--- src/rtl/res_station_alu.sv ---
// Four-entry ALU reservation station for the Tomasulo core.
// Holds dispatched instructions until both operands are present, snoops
// the CDB for missing operands, issues the lowest-indexed ready entry to a
// single-cycle ALU and presents results through a valid/ready result port.
// An entry stays busy until its result has been accepted downstream.
module res_station_alu #(
   parameter int DEPTH = 4,
   parameter int TAG_W = 3
) (
   input  logic             clock,
   input  logic             resetn,
   input  logic             disp_valid,
   output logic             disp_ready,
   input  logic [1:0]       disp_op,
   input  logic [3:0]       disp_dest,
   input  logic [15:0]      disp_vj,
   input  logic [15:0]      disp_vk,
   input  logic [TAG_W-1:0] disp_qj,
   input  logic [TAG_W-1:0] disp_qk,
   output logic [TAG_W-1:0] disp_tag,
   input  logic             cdb_valid,
   input  logic [TAG_W-1:0] cdb_tag,
   input  logic [15:0]      cdb_data,
   output logic             out_valid,
   input  logic             out_ready,
   output logic [TAG_W-1:0] out_tag,
   output logic [3:0]       out_dest,
   output logic [15:0]      out_data
);

   localparam int IDX_W = (DEPTH > 1) ? $clog2(DEPTH) : 1;

   localparam logic [1:0] OP_ADD = 2'b00;
   localparam logic [1:0] OP_SUB = 2'b01;
   localparam logic [1:0] OP_AND = 2'b10;
   localparam logic [1:0] OP_OR  = 2'b11;

   localparam logic [TAG_W-1:0] TAG_NONE = {TAG_W{1'b0}};

   // Single-cycle ALU; arithmetic wraps modulo 2^16.
   function automatic logic [15:0] alu_calc(input logic [1:0] op,
                                            input logic [15:0] a,
                                            input logic [15:0] b);
      logic [15:0] r;
      case (op)
         OP_ADD:  r = a + b;
         OP_SUB:  r = a - b;
         OP_AND:  r = a & b;
         OP_OR:   r = a | b;
         default: r = 16'h0000;
      endcase
      return r;
   endfunction

   // A waiting operand matches a broadcast only for a non-zero tag.
   function automatic logic tag_hit(input logic             valid,
                                    input logic [TAG_W-1:0] q,
                                    input logic [TAG_W-1:0] tag);
      return valid && (q != TAG_NONE) && (q == tag);
   endfunction

   // Entry storage
   logic             busy_r   [DEPTH];
   logic             issued_r [DEPTH];
   logic [1:0]       op_r     [DEPTH];
   logic [3:0]       dest_r   [DEPTH];
   logic [15:0]      vj_r     [DEPTH];
   logic [15:0]      vk_r     [DEPTH];
   logic [TAG_W-1:0] qj_r     [DEPTH];
   logic [TAG_W-1:0] qk_r     [DEPTH];

   // Result register
   logic             out_valid_r;
   logic [TAG_W-1:0] out_tag_r;
   logic [3:0]       out_dest_r;
   logic [15:0]      out_data_r;

   // Control
   logic             alloc_found_s;
   logic [IDX_W-1:0] alloc_idx_s;
   logic             issue_found_s;
   logic [IDX_W-1:0] issue_idx_s;
   logic             disp_fire_s;
   logic             issue_fire_s;
   logic             drain_s;
   logic [IDX_W-1:0] free_idx_s;
   logic [15:0]      alu_res_s;

   // Pick the lowest free slot for allocation and the lowest ready slot for issue.
   always_comb begin
      alloc_found_s = 1'b0;
      alloc_idx_s   = {IDX_W{1'b0}};
      issue_found_s = 1'b0;
      issue_idx_s   = {IDX_W{1'b0}};
      for (int i = DEPTH - 1; i >= 0; i--) begin
         alloc_found_s = !busy_r[i] ? 1'b1 : alloc_found_s;
         alloc_idx_s   = !busy_r[i] ? IDX_W'(i) : alloc_idx_s;
         issue_found_s = (busy_r[i] && !issued_r[i] &&
                          (qj_r[i] == TAG_NONE) && (qk_r[i] == TAG_NONE))
                         ? 1'b1 : issue_found_s;
         issue_idx_s   = (busy_r[i] && !issued_r[i] &&
                          (qj_r[i] == TAG_NONE) && (qk_r[i] == TAG_NONE))
                         ? IDX_W'(i) : issue_idx_s;
      end
   end

   // Handshake qualifiers and the ALU result for the selected entry.
   always_comb begin
      disp_fire_s  = disp_valid && alloc_found_s;
      issue_fire_s = issue_found_s && (!out_valid_r || out_ready);
      drain_s      = out_valid_r && out_ready;
      free_idx_s   = IDX_W'(out_tag_r - TAG_W'(1));
      alu_res_s    = alu_calc(op_r[issue_idx_s], vj_r[issue_idx_s], vk_r[issue_idx_s]);
   end

   assign disp_ready = alloc_found_s;
   assign disp_tag   = alloc_found_s ? (TAG_W'(alloc_idx_s) + TAG_W'(1)) : TAG_NONE;

   // Entry state: dispatch write with bypass, CDB snoop, issue mark and free.
   always_ff @(posedge clock or negedge resetn) begin
      if (!resetn) begin
         for (int i = 0; i < DEPTH; i++) begin
            busy_r[i]   <= 1'b0;
            issued_r[i] <= 1'b0;
            op_r[i]     <= 2'b00;
            dest_r[i]   <= 4'h0;
            vj_r[i]     <= 16'h0000;
            vk_r[i]     <= 16'h0000;
            qj_r[i]     <= TAG_NONE;
            qk_r[i]     <= TAG_NONE;
         end
      end else begin
         for (int i = 0; i < DEPTH; i++) begin
            if (disp_fire_s && (alloc_idx_s == IDX_W'(i))) begin
               busy_r[i]   <= 1'b1;
               issued_r[i] <= 1'b0;
               op_r[i]     <= disp_op;
               dest_r[i]   <= disp_dest;
               if (tag_hit(cdb_valid, disp_qj, cdb_tag)) begin
                  vj_r[i] <= cdb_data;
                  qj_r[i] <= TAG_NONE;
               end else begin
                  vj_r[i] <= disp_vj;
                  qj_r[i] <= disp_qj;
               end
               if (tag_hit(cdb_valid, disp_qk, cdb_tag)) begin
                  vk_r[i] <= cdb_data;
                  qk_r[i] <= TAG_NONE;
               end else begin
                  vk_r[i] <= disp_vk;
                  qk_r[i] <= disp_qk;
               end
            end else begin
               if (drain_s && (free_idx_s == IDX_W'(i))) begin
                  busy_r[i]   <= 1'b0;
                  issued_r[i] <= 1'b0;
               end else if (issue_fire_s && (issue_idx_s == IDX_W'(i))) begin
                  issued_r[i] <= 1'b1;
               end
               if (busy_r[i] && tag_hit(cdb_valid, qj_r[i], cdb_tag)) begin
                  vj_r[i] <= cdb_data;
                  qj_r[i] <= TAG_NONE;
               end
               if (busy_r[i] && tag_hit(cdb_valid, qk_r[i], cdb_tag)) begin
                  vk_r[i] <= cdb_data;
                  qk_r[i] <= TAG_NONE;
               end
            end
         end
      end
   end

   // Result register: reload on issue (even while draining), else clear valid on drain.
   always_ff @(posedge clock or negedge resetn) begin
      if (!resetn) begin
         out_valid_r <= 1'b0;
         out_tag_r   <= TAG_NONE;
         out_dest_r  <= 4'h0;
         out_data_r  <= 16'h0000;
      end else if (issue_fire_s) begin
         out_valid_r <= 1'b1;
         out_tag_r   <= TAG_W'(issue_idx_s) + TAG_W'(1);
         out_dest_r  <= dest_r[issue_idx_s];
         out_data_r  <= alu_res_s;
      end else if (drain_s) begin
         out_valid_r <= 1'b0;
      end
   end

   assign out_valid = out_valid_r;
   assign out_tag   = out_tag_r;
   assign out_dest  = out_dest_r;
   assign out_data  = out_data_r;

endmodule

--- config.mk ---
export PLATFORM = sky130hd
export DESIGN_NAME = res_station_alu
export DESIGN_NICKNAME = d
export VERILOG_FILES = /design/src/rtl/res_station_alu.sv
export SDC_FILE = /design/constraint.sdc
export NUM_CORES = 1
export LEC_CHECK = 0
export CORE_MARGIN = 1
export CORE_UTILIZATION = 55
export CTS_CLUSTER_DIAMETER = 60
export DETAILED_ROUTE_END_ITERATION = 16
export PLACE_DENSITY = 0.86
export SYNTH_ARGS = -nofsm -noshare
export SYNTH_HDL_FRONTEND = slang
export SYNTH_SLANG_ARGS = --single-unit
--- constraint.sdc ---
create_clock -name clock -period 12.7 [get_ports clock]
set_clock_uncertainty 0.1 [all_clocks]
set_input_delay 1.27 -clock clock [delete_from_list [all_inputs] [get_ports clock]]
set_output_delay 1.27 -clock clock [all_outputs]
set_load 0.02 [all_outputs]
# Word-level counts from Yosys, hierarchy flattened
# Index checks and enable logic that the tools add are counted.
# totals
ff_bits	208
inputBits	68
output_inout_bits	28
wordCells	255
# op_classes
addsub	5
n_lt_le_gt_ge	1
n_eq_ne	22
muxes	88
n_bitwise	3
reduce_logical	100
# ops
cell	n
$mux 16	22
$bmux 16 s2	2
$pmux 16 s4	1
$mux 3	19
$logic_and 1x1->1	55
$reduce_bool 3->1	14
$eq 3x3->1	10
$mux 1	30
$reduce_bool 2->1	13
$logic_not 3->1	8
$mux 2	10
$add 16x16->16	1
$and 16x16->16	1
$eq 2x2->1 const B	8
$or 16x16->16	1
$sub 16x16->16	1
$bmux 4 s2	1
$eq 2x1->1 const B	4
$logic_not 2->1	4
$mux 4	2
$add 2x1->3 const B	2
$logic_not 1->1	5
$bmux 2 s2	1
$ge 3x3->1 const B	1
3 further kinds	3

# Longest topological paths before layout
# Gate-level depths: netlist of run 1.
# depth
depth_word	14
mapped_depth	26
ltp_nobuf	23

# Least setup slack after synthesis of run 1
# Ideal clock, no wire load.
# synth_timing
kind	reg2reg
startpoint	register qj_r[2] in the netlist's numbering
endpoint	register out_data_r[14], in the netlist out_data[14]
setup_time_ns	0.133
arrival_time_ns	5.040
required_ns	12.467
path_slack_ns	7.426
stages_incl_launch_ff	23
n_path_buf	4
period_less_slack_ns	5.274
cell_sequence	dfrtp_1 or4_4 a211oi_1 o21a_2 buf_2 buf_2 buf_2 clkbuf_1 nand3_1 nand2_1 ha_1 inv_1 fa_1 a21o_1 a21oi_1 o21bai_1 a21oi_1 o21bai_1 a211o_1 a2111oi_0 o21ai_0 a31oi_1 o21ai_0
# synth_between
elab_chain_len	13
word_cells_on_any_way	31
cone_classes	add/sub (2); eq/ne (3); mux (18); bitwise (3); reduce/logical (5)
# synth_lines
item	line_no	rtl
start, declared	69	logic [TAG_W-1:0] qj_r [DEPTH];
start signal, assigned by index	144	qj_r[i] <= disp_qj;
$logic_not 3->1 (*)	99, 102	
$logic_and 1x1->1 (*)	98, 101	
$logic_and 1x1->1 (*)	99, 102	
$mux 2 (4 in series)	103	? IDX_W'(i) : issue_idx_s;
$not 2->3 (not written as such)	113	alu_res_s = alu_calc(op_r[issue_idx_s], vj_r[issue_idx_s], vk_r[issue_idx_s]);
$bmux 16 s2 or $bmux 2 s2 (tied branches)	113	
$mux 16 (not written as such) or $mux 2 (tied branches) (2 in series)	113	
$sub 16x16->16, or another cell as far along	47	OP_SUB: r = a - b;
$pmux 16 s4	45	case (op)
end signal, assigned	184	out_data_r <= alu_res_s;
end, declared	76	logic [15:0] out_data_r;
# Every way passes the cells marked *; elsewhere a longest branch is shown, timed or not. The select of a mux whose other input is x is not followed.
# A chain may end at the register's enable or synchronous reset.

# Final worst setup path of run 1
# layout_timing
startpoint	register qk_r[5] in the netlist's numbering
endpoint	register out_data_r[14], in the netlist out_data[14]
# layout_between
elab_chain_len	11
word_cells_on_any_way	28
cone_classes	add/sub (2); eq/ne (3); mux (16); bitwise (3); reduce/logical (4)
# layout_lines
item	line_no	rtl
start, declared	70	logic [TAG_W-1:0] qk_r [DEPTH];
start signal, assigned by index	151	qk_r[i] <= disp_qk;
$logic_not 3->1 (*)	99, 102	
$logic_and 1x1->1 (*)	99, 102	
$mux 2 (3 in series)	103	
$not 2->3 (not written as such)	113	
$bmux 16 s2 or $bmux 2 s2 (tied branches)	113	
$mux 16 (not written as such) or $mux 2 (tied branches) (2 in series)	113	
$sub 16x16->16, or another cell as far along	47	
$pmux 16 s4	45	
# Marked as above.

==> impl_metrics.yaml, run 1 <==
layout:
  drive_gt1_share_pct: 5.50
  area.growth.synth_to_final_pct: 14.5
  num-nets-final: 1551
  num_antenna_cells: 0
  fin_util_pct: 65.1
  instances_no_fill: 1744
  layout_common_cells: "298 x nor2_1, 256 x nand2_1, 208 x dfrtp_1, 146 x o22ai_1, 94 x clkdlybuf4s50_1"
  num-fill-cells: 1708
  mostFrequentLayoutCell: "nor2_1"
synth:
  synth_fa_ha_area_share_pct: 3.04
  ys_ff_latch: 208
  synth.area.mux_share_pct: 4.44
  synth_area_sq_um: 11700
  syn_avg_cell_area_sq_um: 8.20
  postSynthCellCount: 1425
  syn_nets: 1516
  yosys.area_share.simple_pct: 24.0
  async_flop_share_pct: 100
  synth_top_family_by_area: "simple AND/OR/NAND/NOR gates"
  yosys_warnings: 0
  synth_edf_count: 0
  ys_types: 60
  synth_xor_area_share_pct: 3.52
  synth-seq-area-share_pct: 44.5
  synth_flop_cell: "dfrtp_1"
  synth-compound-area-share_pct: 16.2
cts:
  cts_tree: "built"
  cts_max_level: 1
  clk_pin_slew_worst_paths_ns: 0.06
  numCtsBuffers: 23
  cts_sinks: 208
  cts-root-buf: "clkbuf_16"
  clkLatencyLatePin_ns: 0.52
  ctsResizeCount: 0
  cts_buffer_depth: 3
  post_cts_buffers: 0
  cts_hold_buf: 0
drt:
  dr.pass1.iters: 6
  drtAntennaViolNets: 0
  wl_per_cell_microns: 19.3
  drt_iter0_markers: 1272
  drc_errors: 0
  vias: 10900
  vias_per_cell: 6.26
  detail_route.wirelength_mm: 33.6
critical_path:
  critPathMaxStageDelay_ns: 0.71
  setup.worst_path.class: "reg2reg"
  path_buf_inv: 2
  start_kind: "flip-flop"
  crit_path_top_delay_cell: "a2111oi_0"
  r2r_slack_ns: 5.94
  arrival_ns: 7.04
  cp-end-kind: "flip-flop"
  path_delay_family: "compound AO/OA/AOI/OAI gates"
  cp.required_ns: 12.98
  crit_chain: "nor4_1 > and2_1 > o211a_4 > buf_4 > nand2_1 > and3_1 > nor2_1 > inv_1 > ha_1 > mux2i_1 > fa_1 > a21o_1 > a21oi_1 > o21bai_1 > a21oi_1 > o21bai_1 > a211o_1 > a2111oi_0 > o21ai_0 > a31oi_1 > o21ai_0"
  cp_max_fo: 64
sta:
  worst_pin_slew_ns: 1.28
  rsz0062_at_grt: "no"
  post-route-period-util_pct: 53.3
  slew_headroom_pct: 14.5
  slew_violations: 0
  finalSetupViolCount: 0
  finalHoldViolCount: 0
  whs_ns: 0.375
  max_freq_mhz: 148
  fin_tns_setup_ns: 0
  period_minus_slack_ns: 6.76
die:
  floorplan.initialDensity_pct: 56.8
  rows: 52
  coreArea_sq_um: 20600
  dieArea_sq_um: 21800
  chipWidth_microns: 148
  io_pins: 96
  die-height_microns: 148
grt:
  grt_max_degree: 129
  grt.total_usage_pct: 31.2
  grt_pass1_vias: 10300
  grt_pass1_wl_mm: 54.1
  grt.overflow.total: 0
  antenna_found_initial: 0
place:
  dp_cells: 1705
  place_congestion: 0.968
  numPortBuffers: 95
  hpwlAfterDp_mm: 22.1
worst_hold_path:
  min_path_type: "reg2reg"
outcome:
  status: "complete, no violations"
flow_run:
  drv_cap: 0
==> area by class of cell <==
type	instances	area (sq um)	area share, %
Clock inverter	6	61.3	0.458
Inverter	18	67.6	0.505
Timing Repair Buffer	109	1060	7.92
Tap cell	270	338	2.52
Clock buffer	33	653	4.88
Multi-Input combinational cell	1100	6000	44.8
Sequential cell	208	5200	38.9
==> worst register-to-register path: cells and delay by family, from the launching register on <==
kind | cells | cell delay [ns]
fa+ha+maj | 2 | 0.76
flops | 1 | 0.43
simple gates | 5 | 1.75
buf+inv | 2 | 0.79
compound gates | 11 | 2.69
mux | 1 | 0.12
==> path summary, 6_finish.rpt <==
kind | end | start | depth (start not counted)
setup / recovery | out_data[14] | qk_r[5] | 21
min in group asynchronous | qk_r[5] | resetn | 1
hold reg to reg | out_data[5] | out_data[5] | 2
setup reg to reg | out_data[14] | qk_r[5] | 21
max in group asynchronous | out_dest[1] | resetn | 2
hold / removal | out_data[5] | out_data[5] | 2
==> cells by family (layout without fill, tap and decap cells) <==
group | Yosys count | count (layout)
AOI/OAI and AO/OA | 305 | 305
xor gates and xnor gates | 47 | 47
adders and majority gates | 29 | 29
buffers and inverters | 117 | 166
DFF | 208 | 208
muxes | 50 | 50
and+or+nand+nor | 669 | 669
==> per-stage QoR <==
| stage | setup WS [ns] | area (sq um) |
|---|---|---|
| after floorplan | 7.43 | 11700 |
| after global placement | 6.50 | 12700 |
| after detailed placement | 6.29 | 12700 |
| after CTS | 6.14 | 13400 |
| after global routing | 5.66 | 13400 |
| final | 5.94 | 13400 |
==> cell usage after synthesis (9+ instances only) <==
library cell  number  area (sq um)
o22ai_1          146           913
clkbuf_1          69           259
inv_1             18          67.6
nor2_1           298          1120
or2_2              9          56.3
buf_1             11          41.3
mux2_2            15           169
a31oi_1           21           131
ha_1              22           275
nand2_1          256           961
o2111ai_1          9          78.8
xnor2_1           33           289
a21oi_1           35           175
o21ai_0           56           280
nor3_1            17          85.1
xor2_1            14           123
and3_1            19           119
dfrtp_1          208          5200
mux2i_1           35           350
nor3b_1            9          67.6
buf_2             15          75.1
nand3_1           24           120
==> metal layers <==
metal | track usage (%) | share of wire (%)
met2 | 48.7 | 45
met1 | 42.8 | 40
met4 | 12.7 | 3.5
met5 | 0 | 0
met3 | 6.08 | 11
==> registers in the layout, summed over array words and instances (netlist names) <==
register / cells
vj_r: 64
vk_r: 64
dest_r: 16
out_data: 16
qj_r: 12
qk_r: 12
op_r: 8
busy_r: 4
issued_r: 4
out_dest: 4
out_tag: 3
out_valid: 1
Power of run 1 is not shown: default switching activity piles up to over one toggle a cycle in this logic, so the estimate is an artifact.
==> run 2: changes to the inputs <==
--- a/config.mk
+++ b/config.mk
@@ -6,10 +6,10 @@
 export NUM_CORES = 1
 export LEC_CHECK = 0
 export CORE_MARGIN = 1
-export CORE_UTILIZATION = 55
+export CORE_UTILIZATION = 53
 export CTS_CLUSTER_DIAMETER = 60
 export DETAILED_ROUTE_END_ITERATION = 16
-export PLACE_DENSITY = 0.86
+export PLACE_DENSITY = 0.87
 export SYNTH_ARGS = -nofsm -noshare
 export SYNTH_HDL_FRONTEND = slang
 export SYNTH_SLANG_ARGS = --single-unit
==> constraint.sdc (replaced) <==
create_clock -name clock -period 5.8 [get_ports clock]
set_clock_uncertainty 0.1 [all_clocks]
set_input_delay 0.58 -clock clock [delete_from_list [all_inputs] [get_ports clock]]
set_output_delay 0.58 -clock clock [all_outputs]
set_load 0.02 [all_outputs]
==> impl_metrics.yaml, run 2 (synthesis gave the netlist of run 1 again) <==
critical_path:
  timing.rr.start: "qj_r[8]"
  cp.depth: 19
  r2r-end: "out_data[15]"
  path_delay_family: "compound AO/OA/AOI/OAI gates"
  crit_path_top_delay_cell: "nor4_1"
  cp.required_ns: 6.10
  r2r_slack_ns: 0.30
  crit_chain: "nor4_1 > nand2_2 > o211a_4 > inv_1 > buf_4 > buf_4 > nand2_1 > a31oi_1 > ha_1 > o21ai_0 > a21oi_1 > o41ai_1 > o21ai_0 > or4_1 > o311ai_0 > o21a_1 > o21ai_0 > xnor2_1 > a221o_1"
  critPathMaxStageDelay_ns: 0.48
  ff2ff_path_depth: 19
  cp_max_fo: 28
  setup.worst_path.class: "reg2reg"
  cp-end-kind: "flip-flop"
  path_buf_inv: 3
  cp_common_cell: "o21ai_0"
  arrival_ns: 5.80
  start_kind: "flip-flop"
layout:
  drive_gt1_share_pct: 6.90
  layout_common_cells: "298 x nor2_1, 255 x nand2_1, 208 x dfrtp_1, 146 x o22ai_1, 94 x clkdlybuf4s50_1"
  final_cell_area_sq_um: 13600
  num-nets-final: 1568
  num_antenna_cells: 0
  area.growth.synth_to_final_pct: 16.0
  num-fill-cells: 1687
  reg.largest.list: "vj_r x64, vk_r x64"
  mostFrequentLayoutCell: "nor2_1"
drt:
  drt_iter0_markers: 1289
  drtAntennaViolNets: 0
  dr.pass1.iters: 8
  detail_route.wirelength_mm: 34.8
  vias_per_cell: 6.33
  wl_per_cell_microns: 19.7
  vias: 11200
  drc_errors: 0
sta:
  finalHoldViolCount: 0
  worst_pin_slew_ns: 1.13
  finalSetupViolCount: 0
  max_freq_mhz: 182
  period_minus_slack_ns: 5.50
  slew_headroom_pct: 24.5
  post-route-period-util_pct: 94.9
  slew_violations: 0
die:
  die-height_microns: 150
  floorplan.initialDensity_pct: 54.9
  dieArea_sq_um: 22600
  io_pins: 96
  coreArea_sq_um: 21300
  chipWidth_microns: 150
  rows: 53
grt:
  grt_pass1_vias: 10600
  grt.total_usage_pct: 31.2
  antenna_found_initial: 0
  grt_max_degree: 109
  grt_pass1_wl_mm: 55.0
  grt.overflow.total: 0
place:
  numPortBuffers: 95
  dpl-instance-area_sq_um: 12800
  place_congestion: 0.917
  hpwlAfterDp_mm: 23.4
outcome:
  status: "complete, no violations"
worst_hold_path:
  min_path_type: "in2async"
cts:
  clkLatencyLatePin_ns: 0.53
  cts_max_level: 1
  numCtsBuffers: 23
  clk_pin_slew_worst_paths_ns: 0.06
  cts_sinks: 208
  cts_buffer_depth: 3
  cts-root-buf: "clkbuf_16"
  cts_tree: "built"
flow_run:
  drv_cap: 0
-- run 2: worst max path at each step --
stage	start	slack, ns	endpoint
finish	qj_r[8]	0.30	out_data[15]
detailed placement	qj_r[8]	0.32	out_data[15]
global route	qj_r[8]	-0.01	out_data[15]
floorplan	qj_r[2]	0.53	out_data[14]
global placement	qj_r[2]	0.49	out_data[14]
CTS	qj_r[8]	0.28	out_data[15]
-- run 2: layer usage --
layer,track usage [%],vias to the layer above,wire length (microns)
li1,-,5028,-
met1,40.8,5314,13400
met2,48.5,724,15800
met3,7.42,134,4140
met4,15.5,0,1490
met5,0,-,0
-- run 2: area by class of cell --
cell class | instances | area, sq um | area share (%)
tap | 275 | 344 | 2.54
sequential | 208 | 5200 | 38.4
clock inverter | 7 | 71.3 | 0.526
clock buffer | 34 | 677 | 4.99
timing repair buffer | 125 | 1180 | 8.70
inverter | 18 | 67.6 | 0.498
multi-input combinational | 1101 | 6010 | 44.4
-- run 2: timing repair --
item                       in CTS  in global routing
hold buffers                    0                  0
setup buffers                   0                  3
setup endpoints to repair       0                  3
gates resized for setup         0                  2
-- run 2: through the flow --
| stage | hold WS, ns | std cells | setup WS [ns] | setup TNS (ns) | util [%] |
|---|---|---|---|---|---|
| 2_1_floorplan | 0.184 | 1425 | 0.526 | 0 | - |
| 4_1_cts | 0.105 | 1764 | 0.278 | 0 | 63.5 |
| 3_3_place_gp | 0.357 | 1723 | 0.487 | 0 | 60.0 |
| 3_5_place_dp | 0.363 | 1723 | 0.320 | 0 | 60.0 |
| 6_report | 0.0647 | 1768 | 0.298 | 0 | 63.7 |
| 5_1_grt | 0.151 | 1768 | -0.0101 | -0.0101 | 63.7 |
-- run 2: worst reg2reg max path: stages, from the launching register on --
cell and delay (ns):
dfrtp_1 0.42, nor4_1 0.48, nand2_2 0.26, o211a_4 0.30, inv_1 0.13, buf_4 0.34
buf_4 0.34, nand2_1 0.11, a31oi_1 0.43, ha_1 0.35, o21ai_0 0.09, a21oi_1 0.09
o41ai_1 0.35, o21ai_0 0.18, or4_1 0.40, o311ai_0 0.17, o21a_1 0.24, o21ai_0 0.12
xnor2_1 0.15, a221o_1 0.31
Power of run 2 is left out for the same reason.
==> run 3: changes to the inputs <==
--- a/config.mk
+++ b/config.mk
@@ -7,7 +7,7 @@
 export LEC_CHECK = 0
 export CORE_MARGIN = 1
 export CORE_UTILIZATION = 53
-export CTS_CLUSTER_DIAMETER = 60
+export CTS_CLUSTER_DIAMETER = 30
 export DETAILED_ROUTE_END_ITERATION = 16
 export PLACE_DENSITY = 0.87
 export SYNTH_ARGS = -nofsm -noshare
==> impl_metrics.yaml, run 3 (synthesis gave the netlist of run 1 again) <==
place:
  place_congestion: 0.917
  numPortBuffers: 95
  hpwlAfterDp_mm: 23.4
  dp_slack_ns: 0.320
cts:
  numCtsBuffers: 42
  clkLatencyLatePin_ns: 0.52
  cts-root-buf: "clkbuf_16"
  clk_pin_slew_worst_paths_ns: 0.04
  cts_tree: "built"
  cts_max_level: 2
  cts_buffer_depth: 3
  cts_sinks: 208
critical_path:
  crit_path_top_delay_cell: "or4_4"
  critPathMaxStageDelay_ns: 0.61
  path_delay_family: "compound AO/OA/AOI/OAI gates"
  cp.required_ns: 6.09
  cp_max_fo: 14
  cp-end-kind: "flip-flop"
  setup.worst_path.class: "reg2reg"
  arrival_ns: 5.80
  path_buf_inv: 1
  crit_chain: "or4_4 > nor2_8 > o211a_4 > mux2i_1 > mux2_2 > inv_1 > nor4_1 > a21oi_1 > xnor2_1 > ha_1 > o41ai_1 > o21ai_0 > or4_1 > o311ai_0 > o21a_1 > o21ai_0 > xnor2_1 > a221o_1"
  start_kind: "flip-flop"
drt:
  vias_per_cell: 6.38
  wl_per_cell_microns: 20.1
  detail_route.wirelength_mm: 36.2
  vias: 11500
  dr.pass1.iters: 6
  drtAntennaViolNets: 0
  drc_errors: 0
  drt_iter0_markers: 1517
layout:
  num-nets-final: 1587
  num_antenna_cells: 0
  layout_common_cells: "298 x nor2_1, 255 x nand2_1, 208 x dfrtp_1, 146 x o22ai_1, 94 x clkdlybuf4s50_1"
  area.growth.synth_to_final_pct: 22.0
  num-fill-cells: 1566
  mostFrequentLayoutCell: "nor2_1"
  drive_gt1_share_pct: 8.98
  reg.largest.list: "vj_r x64, vk_r x64"
grt:
  grt_pass1_vias: 11100
  antenna_found_initial: 0
  grt.total_usage_pct: 32.3
  grt_pass1_wl_mm: 56.6
  grt_max_degree: 109
  grt.overflow.total: 0
die:
  coreArea_sq_um: 21300
  floorplan.initialDensity_pct: 54.9
  die-height_microns: 150
  dieArea_sq_um: 22600
  rows: 53
  chipWidth_microns: 150
  io_pins: 96
sta:
  setup_ws_ns: 0.295
  finalSetupViolCount: 0
  post-route-period-util_pct: 94.9
  worst_pin_slew_ns: 1.17
  slew_violations: 0
  fin_tns_setup_ns: 0
  rsz0062_at_grt: "no"
  finalHoldViolCount: 0
  slew_headroom_pct: 21.7
  period_minus_slack_ns: 5.51
  max_freq_mhz: 182
outcome:
  status: "complete, no violations"
flow_run:
  drv_cap: 0
worst_hold_path:
  min_path_type: "in2async"
run 3: changes by cell type in the layout (fill, tap and decap cells not counted), moves of 2 or more:
cell and delta:
clkbuf_16 +20, clkinv_4 +2, clkbuf_8 -2, clkinv_2 +3, bufinv_16 +5, clkinvlp_4 +5
run 3: final cells by class:
cell class / instances / area [sq um] / share of cell area (%)
Inverter: 18 / 67.6 / 0.474
Timing Repair Buffer: 125 / 1180 / 8.28
Clock buffer: 53 / 1150 / 8.09
Tap cell: 275 / 344 / 2.41
Clock inverter: 21 / 283 / 1.98
Multi-Input combinational cell: 1101 / 6020 / 42.2
Sequential cell: 208 / 5200 / 36.5
run 3: final timing paths:
| path | start | end | slack [ns] | depth (start not counted) |
|---|---|---|---|---|
| max in group asynchronous | resetn | out_data[3] | 4.26 | 2 |
| hold / removal | resetn | qj_r[10] | 0.09 | 1 |
| hold reg to reg | out_dest[3] | out_dest[3] | 0.37 | 2 |
| setup reg to reg | qj_r[2] | out_data[15] | 0.29 | 18 |
| setup / recovery | qj_r[2] | out_data[15] | 0.29 | 18 |
| min in group clock | out_dest[3] | out_dest[3] | 0.37 | 2 |
run 3: metrics by stage:
stage | hold slack (ns) | std cells | util (%) | area (sq um)
global route | 0.170 | 1801 | 67.0 | 14300
CTS | 0.123 | 1797 | 66.7 | 14200
detailed placement | 0.363 | 1723 | 60.0 | 12800
floorplan | 0.184 | 1425 | - | 11700
global placement | 0.357 | 1723 | 60.0 | 12800
finish | 0.0852 | 1801 | 67.0 | 14300
run 3: timing repair:
item | in CTS | in global routing
hold buffers | 0 | 0
resized for setup | 0 | 4
buffers inserted | 0 | 3
endpoints found under the setup margin | 0 | 3
run 3: worst register-to-register path, stage by stage (launching register included):
cell	delay (ns)
dfrtp_1	0.43
or4_4	0.61
nor2_8	0.20
o211a_4	0.36
mux2i_1	0.36
mux2_2	0.28
inv_1	0.11
nor4_1	0.41
a21oi_1	0.15
xnor2_1	0.15
ha_1	0.22
o41ai_1	0.45
o21ai_0	0.18
or4_1	0.40
o311ai_0	0.17
o21a_1	0.24
o21ai_0	0.12
xnor2_1	0.15
a221o_1	0.31
run 3: per-layer routing:
layer  track usage, %  routed length (microns)  vias to the layer above
met5                0                        0                        -
met4             17.9                     1660                        0
met3             7.21                     4440                      173
met2             50.5                    16200                      870
met1             41.7                    13900                     5341
li1                 -                        -                     5098
Power of run 3 is left out for the same reason.
